$ cat src/rtl/rxx_row_serializer.sv
// Replays one MAT_DIM x MAT_DIM matrix beat as MAT_DIM row beats with tlast/tuser framing.
// Define RXX_ROW_SER_DOUBLE_BUFFER_EN to add a pending matrix register for gapless output.
module rxx_row_serializer #(
    parameter int unsigned NUM_SIZE = 32,
    parameter int unsigned MAT_DIM  = 4
) (
    input  logic                                clk,
    input  logic                                reset,
    input  logic                                clken,
    input  logic [MAT_DIM*MAT_DIM*NUM_SIZE-1:0] s_axis_tdata,
    input  logic                                s_axis_tvalid,
    input  logic                                s_axis_tlast,
    input  logic                                s_axis_tuser,
    output logic                                s_axis_tready,
    output logic [MAT_DIM*NUM_SIZE-1:0]         m_axis_tdata,
    output logic                                m_axis_tvalid,
    output logic                                m_axis_tlast,
    output logic                                m_axis_tuser,
    input  logic                                m_axis_tready
);

    localparam int unsigned RowW = MAT_DIM * NUM_SIZE;
    localparam int unsigned MatW = MAT_DIM * RowW;
    localparam int unsigned CntW = (MAT_DIM > 1) ? $clog2(MAT_DIM) : 1;

    typedef enum logic {StIdle, StSend} state_e;

    state_e            state_q;
    logic [CntW-1:0]   row_q;
    logic [MatW-1:0]   act_data_q;
    logic              act_user_q;
    logic              in_xfer;
    logic              out_xfer;
    logic              last_row;

    // Framing is regenerated per matrix, so the upstream tlast is not needed.
    logic unused_tlast;
    assign unused_tlast = s_axis_tlast;

`ifdef RXX_ROW_SER_DOUBLE_BUFFER_EN
    logic [MatW-1:0]   pend_data_q;
    logic              pend_user_q;
    logic              pend_full_q;

    assign s_axis_tready = clken & ~reset & ~pend_full_q;
`else
    assign s_axis_tready = clken & ~reset & (state_q == StIdle);
`endif

    assign m_axis_tvalid = clken & (state_q == StSend);
    assign in_xfer       = s_axis_tvalid & s_axis_tready;
    assign out_xfer      = m_axis_tvalid & m_axis_tready;
    assign last_row      = (row_q == CntW'(MAT_DIM - 1));
    assign m_axis_tlast  = (state_q == StSend) & last_row;
    assign m_axis_tuser  = (state_q == StSend) & act_user_q & (row_q == '0);

    always_comb begin
        m_axis_tdata = '0;
        for (int r = 0; r < MAT_DIM; r++) begin
            if (row_q == CntW'(r)) begin
                m_axis_tdata = act_data_q[r*RowW +: RowW];
            end
        end
    end

    always_ff @(posedge clk or posedge reset) begin
        if (reset) begin
            state_q     <= StIdle;
            row_q       <= '0;
            act_data_q  <= '0;
            act_user_q  <= 1'b0;
`ifdef RXX_ROW_SER_DOUBLE_BUFFER_EN
            pend_data_q <= '0;
            pend_user_q <= 1'b0;
            pend_full_q <= 1'b0;
`endif
        end else if (clken) begin
            unique case (state_q)
                StIdle: begin
                    if (in_xfer) begin
                        act_data_q <= s_axis_tdata;
                        act_user_q <= s_axis_tuser;
                        row_q      <= '0;
                        state_q    <= StSend;
                    end
                end
                StSend: begin
                    if (out_xfer) begin
                        if (!last_row) begin
                            row_q <= row_q + CntW'(1);
                        end else begin
                            row_q <= '0;
`ifdef RXX_ROW_SER_DOUBLE_BUFFER_EN
                            if (pend_full_q) begin
                                act_data_q  <= pend_data_q;
                                act_user_q  <= pend_user_q;
                                pend_full_q <= 1'b0;
                            end else if (in_xfer) begin
                                act_data_q <= s_axis_tdata;
                                act_user_q <= s_axis_tuser;
                            end else begin
                                state_q <= StIdle;
                            end
`else
                            state_q <= StIdle;
`endif
                        end
                    end
`ifdef RXX_ROW_SER_DOUBLE_BUFFER_EN
                    // A matrix arriving mid-replay parks in the pending slot.
                    if (in_xfer && !(out_xfer && last_row)) begin
                        pend_data_q <= s_axis_tdata;
                        pend_user_q <= s_axis_tuser;
                        pend_full_q <= 1'b1;
                    end
`endif
                end
                default: state_q <= StIdle;
            endcase
        end
    end

endmodule

$ cat config.mk
export PLATFORM = sky130hd
export DESIGN_NAME = rxx_row_serializer
export DESIGN_NICKNAME = d
export VERILOG_FILES = /design/src/rtl/rxx_row_serializer.sv
export SDC_FILE = /design/constraint.sdc
export NUM_CORES = 1
export LEC_CHECK = 0
export ABC_CLOCK_PERIOD_IN_PS = 27800
export BUFFER_PORTS_ARGS = -buffer_cell sky130_fd_sc_hd__clkbuf_2
export CORE_AREA = 2 2 254 256
export CTS_CLUSTER_SIZE = 20
export DETAILED_ROUTE_END_ITERATION = 10
export DIE_AREA = 0 0 256 258
export PLACE_DENSITY = 0.57
export SLEW_MARGIN = 10
export SYNTH_ARGS = -nofsm -noshare
export SYNTH_HDL_FRONTEND = slang
export SYNTH_SLANG_ARGS = --single-unit
export TNS_END_PERCENT = 1
$ cat constraint.sdc
create_clock -name clk -period 27.8 [get_ports clk]
set_input_delay 1.39 -clock clk [delete_from_list [all_inputs] [get_ports clk]]
set_output_delay 1.39 -clock clk [all_outputs]
set_load 0.02 [all_outputs]
# Yosys cells after proc, flatten, opt, wreduce, memory -nomap -nowiden
# Index checks and enable logic that the tools add are counted.
[classes]
addsub = 1
n_eq_ne = 5
mux = 12
bitwise = 10
reduce_logical = 3
[ops]
columns = ["cell", "n"]
rows = [
  ["128-bit two-way mux", 4],
  ["1-bit AND", 8],
  ["2-bit two-way mux", 3],
  ["3-bit AND reduction", 2],
  ["2-bit equality test, second input constant", 2],
  ["2-bit one-hot mux with 2 select lines", 1],
  ["1-bit two-way mux", 3],
  ["2-bit by 1-bit adder with 2-bit output, second input constant", 1],
  ["2-bit by 1-bit equality test with 1-bit output, second input constant", 1],
  ["2-bit zero test", 1],
  ["2-bit by 1-bit inequality test with 1-bit output, second input constant", 1],
  ["2-bit inequality test, second input constant", 1],
  ["1-bit inverter", 2],
  ["1-bit one-hot mux with 2 select lines", 1],
]
[totals]
reg_bits = 516
input_bits = 519
output_inout_bits = 132
wordCells = 35

# Longest topological paths before layout
[logic_depth]
depth_word = 6
depth_mapped = 9
depth_no_buf = 5

# Least setup slack after synthesis
# No wires, ideal clock.
[synth_timing]
path_type = "input-to-output"
startpoint = "input clken"
endpoint = "output s_axis_tready"
t_arrival_ns = 1.911
path_slack_ns = 24.499
stages = 1
path_buffers = 0
path_cell_list = "nor3b_1"
[synth_via]
elab_chain_len = 2
[synth_lines]
columns = ["element", "line_no", "source"]
rows = [
  ["start: declaration", "9", "input logic clken,"],
  ["1-bit AND (2 in a row)", "47", "assign s_axis_tready = clken & ~reset & (state_q == StIdle);"],
  ["end: declaration", "14", "output logic s_axis_tready,"],
]
# Every way passes these cells.

# Final worst setup path
[layout_timing]
startpoint = "register row_q[0]"
endpoint = "output m_axis_tdata[91]"
[layout_via]
elab_chain_len = 5
word_cells_on_any_way = 8
[layout_lines]
columns = ["element", "line_no", "source"]
rows = [
  ["start: declaration", "29", "logic [CntW-1:0] row_q;"],
  ["start signal: assignment", "90", "row_q <= row_q + CntW'(1);"],
  ["2-bit zero test", "60", "if (row_q == CntW'(r)) begin"],
  ["128-bit two-way mux (3 in a row)", "60", ""],
  ["128-bit two-way mux *", "60", ""],
  ["end: declaration", "15", "output logic [MAT_DIM*NUM_SIZE-1:0] m_axis_tdata,"],
]
# Every way passes the cells marked *; elsewhere a longest branch is shown, timed or not.

==> results.toml <==
[floorplanning]
fp.dieH_um = 258
num_rows = 93
die_x_um = 256
core_area_sq_um = 63600
die-area_sq_um = 66000
ios = 651
start_util_pct = 37.0

[sta]
fmax_mhz = 172
hold_viol = 0
skew_ns = 0.00905
slew_headroom_pct = 21.3
worst_pin_slew_ns = 1.18
holdWs_ns = 0.472
fin_crit_sh_pct = 21.0
fin_setup_tns_ns = 0
slew_viol_final = 0
min_period_ns = 5.83
rsz0062_at_grt = "false"
setup_violations = 0

[place]
gp_congestion = 0.834
port_buffers = 649
dp.cells = 4241
hpwl_mm = 49.4
post_dp_cell_area_sq_um = 27100

[drt]
wl_mm = 76.3
drc = 0
viasPerCell = 4.76
first_pass_iters = 7
ant_nets = 0
vias = 20800
post_drt_wl_per_cell_um = 17.4
drtIter0Drc = 1291

[critical_path]
r2r_slack_ns = 24.07
critPathMaxStageDelay_ns = 0.92
crit_chain = "inv_1, ha_4, buf_4, buf_4, a21oi_1, o21ai_0, a22o_1, clkbuf_2"
cp_slowest_cell = "buf_4"
critPathLaunchType = "flop"
crit_required_ns = 26.41
cp_max_fo = 88
path_class = "reg -> out"
worst-endpoint-arrival_ns = 4.44
cp-end-kind = "output pin"
cpMostUsedCell = "buf_4"

[final_layout]
nNetsFinal = 3969
finalNonFillerCells = 4372
nFillCells = 6521
final_area_sq_um = 29200
syn_to_final_growth_pct = 23.9
drive_gt1_share_pct = 22.1

[cts]
cts_tree = "built"
cts_max_path_buffers = 3
cts_sinks = 516
cts_made_buffers = 58
h-tree-depth = 2
cts_hold_buf = 0
cts_resized = 0
path_clk_slew_ns = 0.06
clock_latency_ns = 0.60
postCtsSetupRepairBufs = 0
root_buffer = "clkbuf_16"

[global_route]
antenna_found_initial = 27
grt-ovfl-total = 0
grt_max_degree = 203
grt_pass1_wl_mm = 118
grt_usage_pct = 22.5
first_global_vias = 20400

[yosys]
syn-num-nets = 3452
ys_seq_area_share_pct = 54.8
ys_ff_latch = 516
avgSynthCellArea_sq_um = 8.04
yosys_warnings = 0
yosysUniqueCellTypes = 19
netlist_area_sq_um = 23600
synthCells = 2929

[power]
peakVddDrop_v = 0.0000769
powerDensity_nw_per_um2 = 122
p_leak_nw = 15.6

[worst_hold_path]
hold_class = "reg -> reg"

[outcome]
status = "finished clean"

[flow_run]
maxCapViolCount = 0
## layout make-up
cell class              instances  area, sq um  area share, %
diodes                         23         57.6          0.197
clock buffers                  93         1830           6.26
clock inverters                15          159          0.544
inverters                     131          499           1.71
multi-input cells            2068         9200           31.5
flip-flops and latches        516        12900           44.2
well taps                     855         1070           3.66
repair buffers                671         3460           11.9
## sequential cells by signal, summed over array words and instances (netlist names)
signal      cells
act_data_q    512
act_user_q      1
row_q           2
state_q         1
## metrics by stage
| stage | util (%) | power, mW | setup slack (ns) |
|---|---|---|---|
| final | 45.9 | 3.55 | 21.97 |
| after global routing | 45.9 | 3.82 | 21.69 |
| after CTS | 45.8 | 3.59 | 21.89 |
| after detailed placement | 42.6 | 2.78 | 22.55 |
| after global placement | 42.6 | 2.76 | 22.61 |
| after floorplan | - | 2.29 | 12.00 |
## cells in the mapped netlist
| cell | number | area share [%] |
|---|---|---|
| buf_4 | 7 | 0.22 |
| inv_1 | 131 | 2.1 |
| a21oi_1 | 256 | 5.4 |
| a21o_1 | 1 | 0.032 |
| a22o_1 | 130 | 4.8 |
| nand2_1 | 1412 | 23 |
| clkbuf_1 | 112 | 1.8 |
| nor3b_1 | 1 | 0.032 |
| ha_1 | 4 | 0.21 |
| and2_1 | 2 | 0.053 |
| and3_1 | 2 | 0.053 |
| nor2_1 | 2 | 0.032 |
| nor4bb_1 | 1 | 0.042 |
| buf_6 | 15 | 0.72 |
| o21ai_0 | 256 | 5.4 |
| buf_2 | 71 | 1.5 |
| buf_1 | 9 | 0.14 |
| dfrtp_1 | 516 | 55 |
| nand4bb_1 | 1 | 0.048 |
## per-layer routing
metal	vias up	share of wire (%)	routed length [um]	global-route usage, %
li1	10400	-	-	-
met1	9802	43	32800	29.3
met2	487	48	37000	36.4
met3	132	5.4	4140	4.94
met4	10	3.0	2270	9.41
met5	-	0.093	71	0
## final timing paths
path | end | depth (start not counted) | startpoint
worst min-delay path | act_data_q[88]$_DFFE_PP0P_ | 2 | act_data_q[88]$_DFFE_PP0P_
worst min register to register | act_data_q[88]$_DFFE_PP0P_ | 2 | act_data_q[88]$_DFFE_PP0P_
max in group asynchronous | act_data_q[318]$_DFFE_PP0P_ | 5 | reset
min in group asynchronous | act_data_q[508]$_DFFE_PP0P_ | 2 | reset
worst max register to register | act_data_q[311]$_DFFE_PP0P_ | 5 | state_q$_DFFE_PP0P_
worst max-delay path | m_axis_tdata[91] | 8 | row_q[0]$_DFFE_PP0P_
## cells in the final DEF (no fill, tap or decap), drive strengths merged, types with 2 or more instances in the layout
master / Yosys / layout
and2: 2 / 2
clkinv: 0 / 9
nand2: 1412 / 1412
o21ai: 256 / 256
clkbuf: 112 / 742
inv: 131 / 132
nor2: 2 / 2
buf: 102 / 22
dfrtp: 516 / 516
clkinvlp: 0 / 2
diode: 0 / 23
and3: 2 / 2
ha: 4 / 4
bufinv: 0 / 3
a21oi: 256 / 256
a22o: 130 / 130
## report_power, final
group / switching [mW] / internal, mW
clock network: 0.318 / 0.475
registers: 0.165 / 1.11
logic: 0.961 / 0.518
## critical path, delay by kind of cell, from the launching register on
family	cells	cell delay [ns]
compound gates	3	0.57
fa+ha+maj	1	0.48
buf+inv	4	2.15
flops	1	0.48
## cell families (layout without fill, tap and decap cells)
| family | count (synthesis) | count (layout) | synth area share, % |
|---|---|---|---|
| flip-flops | 516 | 516 | 54.8 |
| buffers and inverters | 345 | 910 | 6.46 |
| other | 0 | 23 | 0 |
| AO/OA/AOI/OAI | 643 | 643 | 15.7 |
| adder cells (fa/ha/maj) | 4 | 4 | 0.212 |
| AND/OR/NAND/NOR | 1421 | 1421 | 22.8 |
Power figures use the tool's default switching activity.
